==> config.mk <==
export PLATFORM = sky130hd
export DESIGN_NAME = twos_serial_negate
export DESIGN_NICKNAME = d
export VERILOG_FILES = /design/src/rtl/twos_serial_negate.sv
export SDC_FILE = /design/constraint.sdc
export NUM_CORES = 1
export LEC_CHECK = 0
export BUFFER_PORTS_ARGS = -buffer_cell sky130_fd_sc_hd__buf_2
export CORE_MARGIN = 1
export CORE_UTILIZATION = 30
export CTS_BUF_LIST = sky130_fd_sc_hd__clkbuf_8
export CTS_CLUSTER_SIZE = 14
export DETAILED_ROUTE_END_ITERATION = 8
export PLACE_DENSITY = 0.52
export SETUP_SLACK_MARGIN = 0.02
export SLEW_MARGIN = 15
export SYNTH_ARGS = -nofsm -noshare
export SYNTH_HDL_FRONTEND = slang
export SYNTH_SLANG_ARGS = --single-unit
==> constraint.sdc <==
create_clock -name clk -period 1.8 [get_ports clk]
set_input_delay 0.18 -clock clk [delete_from_list [all_inputs] [get_ports clk]]
set_output_delay 0.18 -clock clk [all_outputs]
set_load 0.01 [all_outputs]
==> src/rtl/twos_serial_negate.sv <==
// Bit-serial two's-complement pass / negate / absolute value, one bit per clock from the LSB up.
// Latency: result valid WIDTH+1 cycles after accept; backpressure: holds DONE until out_ready, in_ready low while busy.
// Backpressure: in_ready is low for the whole RUN/DONE span, and the result is held for as long as out_ready stays low.
module twos_serial_negate #(
    parameter int WIDTH = 8
) (
    input  logic             clk,
    input  logic             reset_n,
    input  logic             in_valid,
    output logic             in_ready,
    input  logic [WIDTH-1:0] in_data,
    input  logic [1:0]       in_mode,
    output logic             out_valid,
    input  logic             out_ready,
    output logic [WIDTH-1:0] out_data,
    output logic             out_ovf,
    output logic             out_zero,
    output logic             busy
);

    localparam int CW = (WIDTH > 2) ? $clog2(WIDTH) : 1;

    typedef enum logic [1:0] {IDLE, RUN, DONE} state_t;

    state_t           state, state_nxt;
    logic [WIDTH-1:0] sr;
    logic [CW-1:0]    cnt;
    logic             invert, carry, ovf_pend;

    logic             in_invert, t, rbit, last;
    logic [WIDTH-1:0] res_nxt;

    always_comb begin
        in_invert = (in_mode == 2'b01) | ((in_mode == 2'b10) & in_data[WIDTH-1]);
        t         = sr[0] ^ invert;
        rbit      = t ^ carry;
        // operand bits shift out at the bottom while result bits enter at the top
        res_nxt   = {rbit, sr[WIDTH-1:1]};
        last      = (cnt == CW'(WIDTH - 1));
        state_nxt = state;
        case (state)
            IDLE:    if (in_valid) state_nxt = RUN;
            RUN:     if (last) state_nxt = DONE;
            DONE:    if (out_ready) state_nxt = IDLE;
            default: state_nxt = IDLE;
        endcase
    end

    assign in_ready  = (state == IDLE);
    assign out_valid = (state == DONE);
    assign busy      = (state != IDLE);

    always_ff @(posedge clk) begin
        if (!reset_n) begin
            state    <= IDLE;
            sr       <= '0;
            cnt      <= '0;
            invert   <= 1'b0;
            carry    <= 1'b0;
            ovf_pend <= 1'b0;
            out_data <= '0;
            out_ovf  <= 1'b0;
            out_zero <= 1'b0;
        end else begin
            state <= state_nxt;
            case (state)
                IDLE: begin
                    if (in_valid) begin
                        sr       <= in_data;
                        invert   <= in_invert;
                        carry    <= in_invert;
                        cnt      <= '0;
                        ovf_pend <= in_invert & in_data[WIDTH-1] & ~|in_data[WIDTH-2:0];
                    end
                end
                RUN: begin
                    sr    <= res_nxt;
                    carry <= t & carry;
                    cnt   <= cnt + CW'(1);
                    // final carry-out is dropped: arithmetic is modulo 2^WIDTH
                    if (last) begin
                        out_data <= res_nxt;
                        out_zero <= ~|res_nxt;
                        out_ovf  <= ovf_pend;
                    end
                end
                default: ;
            endcase
        end
    end

endmodule

# Word level (Yosys, flattened, before mapping)
# Cells that the tools add are included.
# op_classes
n_mux	10
n_eq_ne	8
mul	0
magnitude_cmp	0
addsub	1
reduce_logical	11
n_shift	0
bitwise	7
div	0
# ops
op	count
one-hot mux 8 bit (2 select lines)	1
two-way mux 8 bit	1
OR reduction 8 bit	1
OR reduction 7 bit	1
two-way mux 2 bit	3
one-hot mux 2 bit (3 select lines)	1
one-hot mux 3 bit (2 select lines)	1
AND reduction 2 bit	3
bitwise AND 1 bit	4
== test 2 x 1 -> 1 bit (second input constant)	2
== test 2 bit (second input constant)	2
inequality test 2 bit (second input constant)	2
nonzero test 2 bit	2
adder 3 x 1 -> 3 bit (second input constant)	1
== test 3 bit (second input constant)	1
two-way mux 3 bit	1
AND reduction 3 bit	1
logical NOT 1 bit	2
logical NOT 2 bit	1
inequality test 2 x 1 -> 1 bit (second input constant)	1
one-hot mux 1 bit (2 select lines)	1
XOR 1 bit	2
two-way mux 1 bit	1
bitwise OR 1 bit	1
# totals
latchBits	0
rom_bits	0
memories	0
register_bits	26
ramBits	0

# Depth between registers and ports, before layout
# Gate-level depths: netlist (run 1).
# logic_depth
ltp_word	5
mapped_depth	6
depth_no_buf	5

# Worst setup path before layout (run 1)
# No wires, ideal clock.
# synth_path
path_kind	reg2reg
start	register cnt[0]
end	register out_data[0]
synth_period_minus_slack_ns	1.370
t_arrival_ns	1.242
t_required_ns	1.672
path_slack_ns	0.430
stages_incl_launch_ff	7
n_path_buf	1
path_cell_list	dfxtp_1 ha_1 ha_1 nand3b_1 buf_4 mux2i_1 nor2_1
# synth_between
elab_chain_len	2
# synth_rtl
item	line_no	rtl
from (decl)	27	logic [CW-1:0] cnt;
from (signal assigned)	79	cnt <= cnt + CW'(1);
== test 3 bit	39	last = (cnt == CW'(WIDTH - 1));
AND reduction 2 bit (no source line)	-	
to (signal assigned)	82	out_data <= res_nxt;
to (decl)	15	output logic [WIDTH-1:0] out_data,
# Every way passes these cells.
# A chain may end at the register's enable or synchronous reset.

# Worst setup path in the final report (run 1)
# layout_path
start	register cnt[0]
end	register out_data[2]
# Same word-level chain as after synthesis.

==> results.yml, run 1 <==
run_status:
  status: "completed"
floorplanning:
  die_y_um: 65.18
  core_area_um2: 3744
  initial_core_util_pct: 31.99
  rows: 22
  die-area_um2: 4248
  dieWidth_um: 65.18
  ioPinCount: 27
logic_synthesis:
  synth_largest_area_cell: "dfxtp_1"
  synth_async_sr_flop_share_pct: 0
  synth_mux_area_share_pct: 7.524
  avgSynthCellArea_um2: 9.428
  synth_cells: 127
  synth_cell_types: 32
  yosys.area_share.adder_pct: 3.135
  synth_top_family_by_area: "simple AND/OR/NAND/NOR gates"
  yosys_warnings: 0
  synth_area_um2: 1197
  netlist.area_leader.share_pct: 43.47
  yosysSeqAreaShare_pct: 43.47
  ys_ff_latch: 26
  synth_edf_count: 0
  synth-compound-area-share_pct: 17.45
  synth_xor_area_share_pct: 0.7315
  synth-main-ff-cell: "dfxtp_1"
  synth-simple-area-share_pct: 21.94
  netlist_top_cells_area: "dfxtp_1 (43%), a311oi_2 (10%), mux2i_1 (7.5%)"
  syn-num-nets: 144
min_path:
  hold_path_class: "input port to register"
critical_path:
  crit_path_cell_trace: "ha_1 -> ha_1 -> nand3b_1 -> buf_4 -> mux2i_1 -> nor2_1"
  critPathBufInv: 1
  cp_top_family: "adder cells"
  slowest_stage: "dfxtp_1"
  critPathMaxFanout: 11
  path_class: "register to register"
  slowest_delay_ns: 0.34
  arrival_ns: 1.64
  path_common_cell: "ha_1"
  startpoint_type: "register"
  end_kind: "register"
  required_ns: 1.95
placement:
  gp_congestion: 0.7288
  dp_hpwl_um: 1861
  io_buffers: 26
grt:
  grt_pass1_vias: 941
  grt_pass1_wl_um: 4271
  gr-usage-all-layers_pct: 13.20
  antenna_found_initial: 0
  overflow: 0
  grt_max_degree: 26
cts:
  postCtsSetupRepairBufs: 0
  cts_buffers: 3
  ctsResizeCount: 0
  clk_latency_ns: 0.27
  htreeDepth: 1
  cts.path.max_buffers: 2
  hold_buffers: 0
  clkSinkCount: 26
  root_buffer: "clkbuf_8"
  clk_pin_slew_ns: 0.09
  cts_tree: "done"
finish:
  fillers: 424
  drive_above_1_share_pct: 28.29
  regArea_um2: 520.5
  diodes: 0
  layout.nets: 170
  fin_util_pct: 37.60
  multi_input_area_um2: 608.1
  area_growth_pct: 17.55
route:
  routed_wl_um: 2521
  drtPass1Iterations: 4
  vias: 979
  vias_per_cell: 4.895
  drt-initial-drc-count: 35
  wl_per_cell_um: 12.61
  drc: 0
  antenna_left: 0
pwr:
  peakVddDrop_v: 0.0002150
  p_leak_nw: 0.6503
  p_per_area_nw_per_um2: 800.9
timing:
  setup_violations: 0
  finalSetupTns_ns: 0
  relSlewSlack_pct: 70.20
  worst_slew_pin_slew_ns: 0.4470
  finClkSkew_ns: 0.003095
  report.final.slew_viol_count: 0
  hold_viol_final: 0
  period_minus_slack_ns: 1.491
  rsz0062_at_grt: "no"
  fmaxAchievable_ghz: 0.6706
  post-route-period-util_pct: 82.84
run:
  max-cap-violations: 0
[cell families after synthesis]
family,count (synthesis)
XOR/XNOR,1
AND/OR/NAND/NOR,56
adder cells (fa/ha/maj),3
multiplexers,9
AO/OA/AOI/OAI,21
buffers and inverters,11
flip-flops,26
[final cells by class]
cell class	count	area share, %
timing repair buffer	29	10.84
clock buffer	4	3.911
multi-input combinational	90	43.20
tap	48	4.267
sequential	26	36.98
inverter	3	0.8000
[cell usage after synthesis, types with 3 or more instances]
cell,instances
mux2i_1,9
a22oi_1,3
nor2_1,19
dfxtp_1,26
nand2_1,19
a21oi_1,5
nand2b_1,3
a311oi_2,8
ha_1,3
buf_4,4
inv_1,3
[placed cells by master (no fill, tap or decap), types with 4 or more instances in the layout]
cell,count
nor2_1,19
buf_2,26
nand2_1,19
a311oi_2,8
dfxtp_1,26
mux2i_1,9
a21oi_1,5
clkbuf_8,4
[metrics by stage]
| step | total power (W) | cells | worst slack [ns] | instance area, um2 | hold slack, ns |
|---|---|---|---|---|---|
| final | 0.001127 | 200 | 0.3088 | 1408 | 0.1660 |
| after global routing | 0.001179 | 200 | 0.1874 | 1408 | 0.1873 |
| after CTS | 0.001143 | 200 | 0.2904 | 1408 | 0.1625 |
| after global placement | 0.0007711 | 196 | 0.3420 | 1353 | 0.4490 |
| after floorplan | 0.0007369 | 127 | 0.4301 | 1197 | 0.3371 |
| after detailed placement | 0.0007746 | 196 | 0.3087 | 1353 | 0.4498 |
[final timing paths]
path	startpoint	endpoint	slack, ns	depth (start not counted)
min	out_ready	state[1]	0.17	3
min reg2reg	out_ovf	out_ovf	0.46	2
max reg2reg	cnt[0]	out_data[2]	0.31	6
max	cnt[0]	out_data[2]	0.31	6
[tightest hold or removal path: cells and delay by family]
family / cells / cell delay [ns]
compound gates: 1 / 0.06
buf+inv: 1 / 0.07
simple gates: 1 / 0.09
[where the power goes]
group / switching [W] / internal [W]
combinational: 0.0000776 / 0.0000597
clock: 0.000173 / 0.000195
sequential: 0.0000239 / 0.000598
total: 0.000274 / 0.000853
[metal layers]
| metal | part of all wire [%] | track usage, % | vias to the layer above |
|---|---|---|---|
| met3 | 4.6 | 2.431 | 4 |
| met5 | 0 | 0 | - |
| met1 | 48 | 17.20 | 456 |
| li1 | - | - | 495 |
| met2 | 46 | 21.13 | 24 |
| met4 | 1.4 | 5.707 | 0 |
[registers in the layout, indices dropped and copies added (netlist names)]
| name | flops |
|---|---|
| out_data | 8 |
| state | 2 |
| invert | 1 |
| out_zero | 1 |
| carry | 1 |
| cnt | 3 |
| sr | 8 |
| out_ovf | 1 |
| ovf_pend | 1 |
Note: power is estimated with default switching activity, not from simulation.
==> run 2, diff against run 1 <==
==> constraint.sdc (replaced) <==
create_clock -name clk -period 1.5 [get_ports clk]
set_input_delay 0.15 -clock clk [delete_from_list [all_inputs] [get_ports clk]]
set_output_delay 0.15 -clock clk [all_outputs]
set_load 0.01 [all_outputs]
==> results.yml, run 2 (synthesized netlist as in run 1, its figures left out) <==
route:
  drc: 0
  wl_per_cell_um: 12.86
  vias_per_cell: 4.980
  routed_wl_um: 2624
  vias: 1016
  antenna_left: 0
  drt-initial-drc-count: 34
  drtPass1Iterations: 4
run:
  max-cap-violations: 0
grt:
  grt_pass1_wl_um: 4257
  antenna_found_initial: 0
  grt_max_degree: 26
  overflow: 0
  gr-usage-all-layers_pct: 12.92
  grt_pass1_vias: 913
finish:
  reg.largest.list: "out_data x8, sr x8, cnt x3"
  fillers: 401
  layout.nets: 174
  multi_input_area_um2: 629.4
  drive_above_1_share_pct: 33.33
  diodes: 0
  area_growth_pct: 26.65
  layout_commonest_cell: "buf_2"
  regArea_um2: 523.0
  fin_util_pct: 40.51
  final_cell_mix: "buf_2 (26), dfxtp_1 (24), nand2_1 (19), nor2_1 (19), mux2i_1 (9)"
critical_path:
  end_kind: "register"
  required_ns: 1.65
  reg2reg_depth: 6
  cp-endpoint: "out_data[1]"
  arrival_ns: 1.59
  critPathMaxFanout: 5
  r2r_setup_slack_ns: 0.06
  rr_startpoint: "cnt[0]"
  rr_endpoint: "out_data[1]"
  crit_start: "cnt[0]"
  path_class: "register to register"
  startpoint_type: "register"
cts:
  htreeDepth: 1
  clk_pin_slew_ns: 0.09
  clkSinkCount: 26
  cts.path.max_buffers: 2
  clk_latency_ns: 0.26
  hold_buffers: 0
  cts_buffers: 3
  root_buffer: "clkbuf_8"
  cts_tree: "done"
placement:
  dp_hpwl_um: 1862
  pre_cts_slack_ns: 0.06892
  io_buffers: 26
  gp_congestion: 0.7342
min_path:
  hold_path_class: "input port to register"
  hold_depth: 3
pwr:
  internal_power_w: 0.001041
  p_per_area_nw_per_um2: 912.2
  sw_frac_of_total_pct: 24.72
  switching_power_w: 0.0003419
  power_frac_seq_pct: 54.2
  clock_power_share_pct: 32.3
  peakVddDrop_v: 0.0003681
  combPwrFrac_pct: 13.5
  p_leak_nw: 0.6912
floorplanning:
  dieWidth_um: 65.18
  core_area_um2: 3744
  initial_core_util_pct: 31.99
  die_y_um: 65.18
  die-area_um2: 4248
  rows: 22
  ioPinCount: 27
timing:
  post-route-period-util_pct: 95.81
  setup_violations: 0
  worst_slew_pin_slew_ns: 0.3494
  relSlewSlack_pct: 76.65
  rsz0062_at_grt: "yes"
  hold_ws_ns: 0.1625
  period_minus_slack_ns: 1.437
  hold_viol_final: 0
  setup_ws_ns: 0.06288
  finalSetupTns_ns: 0
  fmaxAchievable_ghz: 0.6958
  finClkSkew_ns: 0.002360
  report.final.slew_viol_count: 0
run_status:
  status: "completed"
[run 2: cell types whose count changed in the layout (fill, tap and decap cells not counted), sizes merged]
cell / delta
buf: +3
clkbuf: +1
[run 2: repair_timing]
| item | CTS | global route |
|---|---|---|
| buffers inserted | 0 | 1 |
| resized for setup | 0 | 6 |
| endpoints found under the setup margin | 0 | 5 |
[run 2: per-layer routing]
layer / GRT usage, % / share of wire (%) / vias up
met1: 17.49 / 47 / 475
li1: - / - / 501
met4: 3.261 / 0.50 / 0
met3: 2.431 / 5.3 / 2
met5: 0 / 0 / -
met2: 21.01 / 47 / 38
[run 2: critical path, cell delays in order, from the launching register on]
cell       delay [ns]
dfxtp_2          0.33
ha_2             0.19
ha_4             0.15
nand3b_1         0.21
clkbuf_16        0.20
mux2i_1          0.18
nor2_1           0.06
[run 2: final cells by class]
| type | instances | area share, % |
|---|---|---|
| flip-flops and latches | 26 | 34.49 |
| clock buffers | 4 | 3.630 |
| repair buffers | 33 | 15.68 |
| inverters | 3 | 0.7426 |
| multi-input cells | 90 | 41.50 |
| well taps | 48 | 3.960 |
[run 2: worst min path at each step]
stage	startpoint	endpoint	slack, ns
3_5_place_dp	reset_n	ovf_pend	0.45
5_1_grt	reset_n	ovf_pend	0.19
3_3_place_gp	reset_n	ovf_pend	0.44
4_1_cts	reset_n	ovf_pend	0.17
6_report	reset_n	ovf_pend	0.16
2_1_floorplan	reset_n	ovf_pend	0.31
[run 2: stage by stage]
stage / power (W) / area [um2] / instances
global placement: 0.0009394 / 1405 / 198
detailed placement: 0.0009440 / 1405 / 198
finish: 0.001383 / 1516 / 204
global route: 0.001443 / 1516 / 204
floorplan: 0.0008843 / 1197 / 127
CTS: 0.001381 / 1460 / 202
[run 2: power groups by stage]
stage / sequential, W / clock [W] / combinational (W)
after global placement: 0.000763 / 0 / 0.000176
after global routing: 0.000755 / 0.000481 / 0.000207
after floorplan: 0.000752 / 0 / 0.000133
after CTS: 0.000748 / 0.000453 / 0.000180
final: 0.000750 / 0.000446 / 0.000187
after detailed placement: 0.000764 / 0 / 0.000180
==> run 3, diff against run 2 <==
--- a/config.mk
+++ b/config.mk
@@ -11,7 +11,7 @@
 export CTS_BUF_LIST = sky130_fd_sc_hd__clkbuf_8
 export CTS_CLUSTER_SIZE = 14
 export DETAILED_ROUTE_END_ITERATION = 8
-export PLACE_DENSITY = 0.52
+export PLACE_DENSITY_LB_ADDON = 0.3
 export SETUP_SLACK_MARGIN = 0.02
 export SLEW_MARGIN = 15
 export SYNTH_ARGS = -nofsm -noshare
==> results.yml, run 3 (synthesized netlist as in run 1, its figures left out) <==
min_path:
  hold_path_class: "input port to register"
  hold_path_end: "state[1]"
  hold_start: "out_ready"
  hold_depth: 3
critical_path:
  critPathMaxFanout: 8
  rr_endpoint: "out_data[0]"
  startpoint_type: "register"
  rr_startpoint: "cnt[0]"
  end_kind: "register"
  r2r_setup_slack_ns: 0.13
  slowest_stage: "dfxtp_2"
  slowest_delay_ns: 0.34
  crit_path_cell_trace: "ha_1 -> ha_1 -> nand3b_1 -> buf_12 -> mux2i_1 -> nor2_1"
  path_class: "register to register"
  cp_top_family: "adder cells"
  critPathBufInv: 1
  path_common_cell: "ha_1"
  reg2reg_depth: 6
  arrival_ns: 1.53
  required_ns: 1.66
grt:
  grt_max_degree: 26
  overflow: 0
  grt_pass1_wl_um: 4215
  antenna_found_initial: 0
  gr-usage-all-layers_pct: 12.80
  grt_pass1_vias: 903
cts:
  cts.path.max_buffers: 2
  cts_tree: "done"
  root_buffer: "clkbuf_8"
  hold_buffers: 0
  clk_pin_slew_ns: 0.09
  clkSinkCount: 26
  htreeDepth: 1
  clk_latency_ns: 0.27
  cts_buffers: 3
  postCtsSetupRepairBufs: 0
timing:
  finClkSkew_ns: 0.004099
  report.final.slew_viol_count: 0
  period_minus_slack_ns: 1.373
  fmaxAchievable_ghz: 0.7283
  relSlewSlack_pct: 75.77
  setup_violations: 0
  post-route-period-util_pct: 91.54
  finalSetupTns_ns: 0
  worst_slew_pin_slew_ns: 0.3627
  rsz0062_at_grt: "yes"
  hold_viol_final: 0
finish:
  drive_above_1_share_pct: 31.41
  final_cell_mix: "buf_2 (26), dfxtp_1 (25), nand2_1 (19), nor2_1 (19), mux2i_1 (9)"
  layout.nets: 174
  diodes: 0
  final_area_um2: 1483
  reg.largest.list: "out_data x8, sr x8, cnt x3"
  layout_commonest_cell: "buf_2"
  fillers: 380
  multi_input_area_um2: 614.3
  area_growth_pct: 23.82
  regArea_um2: 521.8
route:
  antenna_left: 0
  vias_per_cell: 4.858
  drc: 0
  drt-initial-drc-count: 19
  vias: 991
  wl_met3_um: 107
  wl_per_cell_um: 12.29
  wl_met1_um: 1232
  routed_wl_um: 2508
  drtPass1Iterations: 4
  top_layer: "met4"
  met2_length_um: 1145
placement:
  placed_area_um2: 1420
  io_buffers: 26
  dp_hpwl_um: 1845
  gp_congestion: 0.7636
run:
  max-cap-violations: 0
floorplanning:
  core_area_um2: 3744
  die-area_um2: 4248
  die_y_um: 65.18
  dieWidth_um: 65.18
  initial_core_util_pct: 31.99
  ioPinCount: 27
  rows: 22
run_status:
  status: "completed"
pwr:
  p_per_area_nw_per_um2: 934.1
  power_w: 0.001385
  p_leak_nw: 0.6870
  peakVddDrop_v: 0.0003306
-- run 3: changes by cell type in the layout (fill, tap and decap cells not counted) --
cell       before  now
buf_4           3    4
clkbuf_16       1    0
dfxtp_1        24   25
dfxtp_2         2    1
ha_1            1    3
ha_2            1    0
ha_4            1    0
-- run 3: worst register-to-register path: cells and delay by family, from the launching register on --
family	cells	cell delay [ns]
adder cells (fa/ha/maj)	2	0.38
buffers and inverters	1	0.15
flip-flops	1	0.34
multiplexers	1	0.19
AND/OR/NAND/NOR	2	0.20
-- run 3: layout make-up --
class                           count  area share, %
Timing Repair Buffer               33          14.85
Tap cell                           48          4.051
Sequential cell                    26          35.19
Inverter                            3         0.7595
Multi-Input combinational cell     90          41.43
Clock buffer                        4          3.713
-- run 3: metal layers --
| layer | up-vias | GRT usage, % |
|---|---|---|
| li1 | 503 | - |
| met1 | 464 | 18.09 |
| met2 | 22 | 19.59 |
| met3 | 2 | 1.736 |
| met4 | 0 | 4.891 |
| met5 | - | 0 |
-- run 3: where the power goes --
part           internal [W]  switching (W)
clock network      0.000235       0.000216
logic             0.0000878       0.000101
registers          0.000718      0.0000267
total               0.00104       0.000344
-- run 3: worst max path at each step --
stage | slack, ns | startpoint | cells after the start | to
final | 0.13 | cnt[0] | 6 | out_data[0]
after global routing | 0.02 | invert | 5 | out_zero
after CTS | 0.04 | sr[0] | 5 | out_zero
after detailed placement | 0.004 | sr[0] | 5 | out_zero
after global placement | 0.003 | sr[0] | 5 | out_zero
after floorplan | 0.13 | cnt[0] | 6 | out_data[0]
-- run 3: through the flow --
step | utilization (%) | setup WS (ns) | std cells | hold WS (ns)
finish | 39.61 | 0.1269 | 204 | 0.1353
global route | 39.61 | 0.01637 | 204 | 0.1649
CTS | 39.57 | 0.03619 | 204 | 0.1302
detailed placement | 37.93 | 0.003729 | 200 | 0.4240
global placement | 37.93 | 0.002859 | 200 | 0.4300
floorplan | - | 0.1301 | 127 | 0.3071
-- run 3: repair_timing --
item,in CTS,in global routing
pin swaps,0,2
setup endpoints to repair,1,3
resized for setup,1,1
cloned,0,0
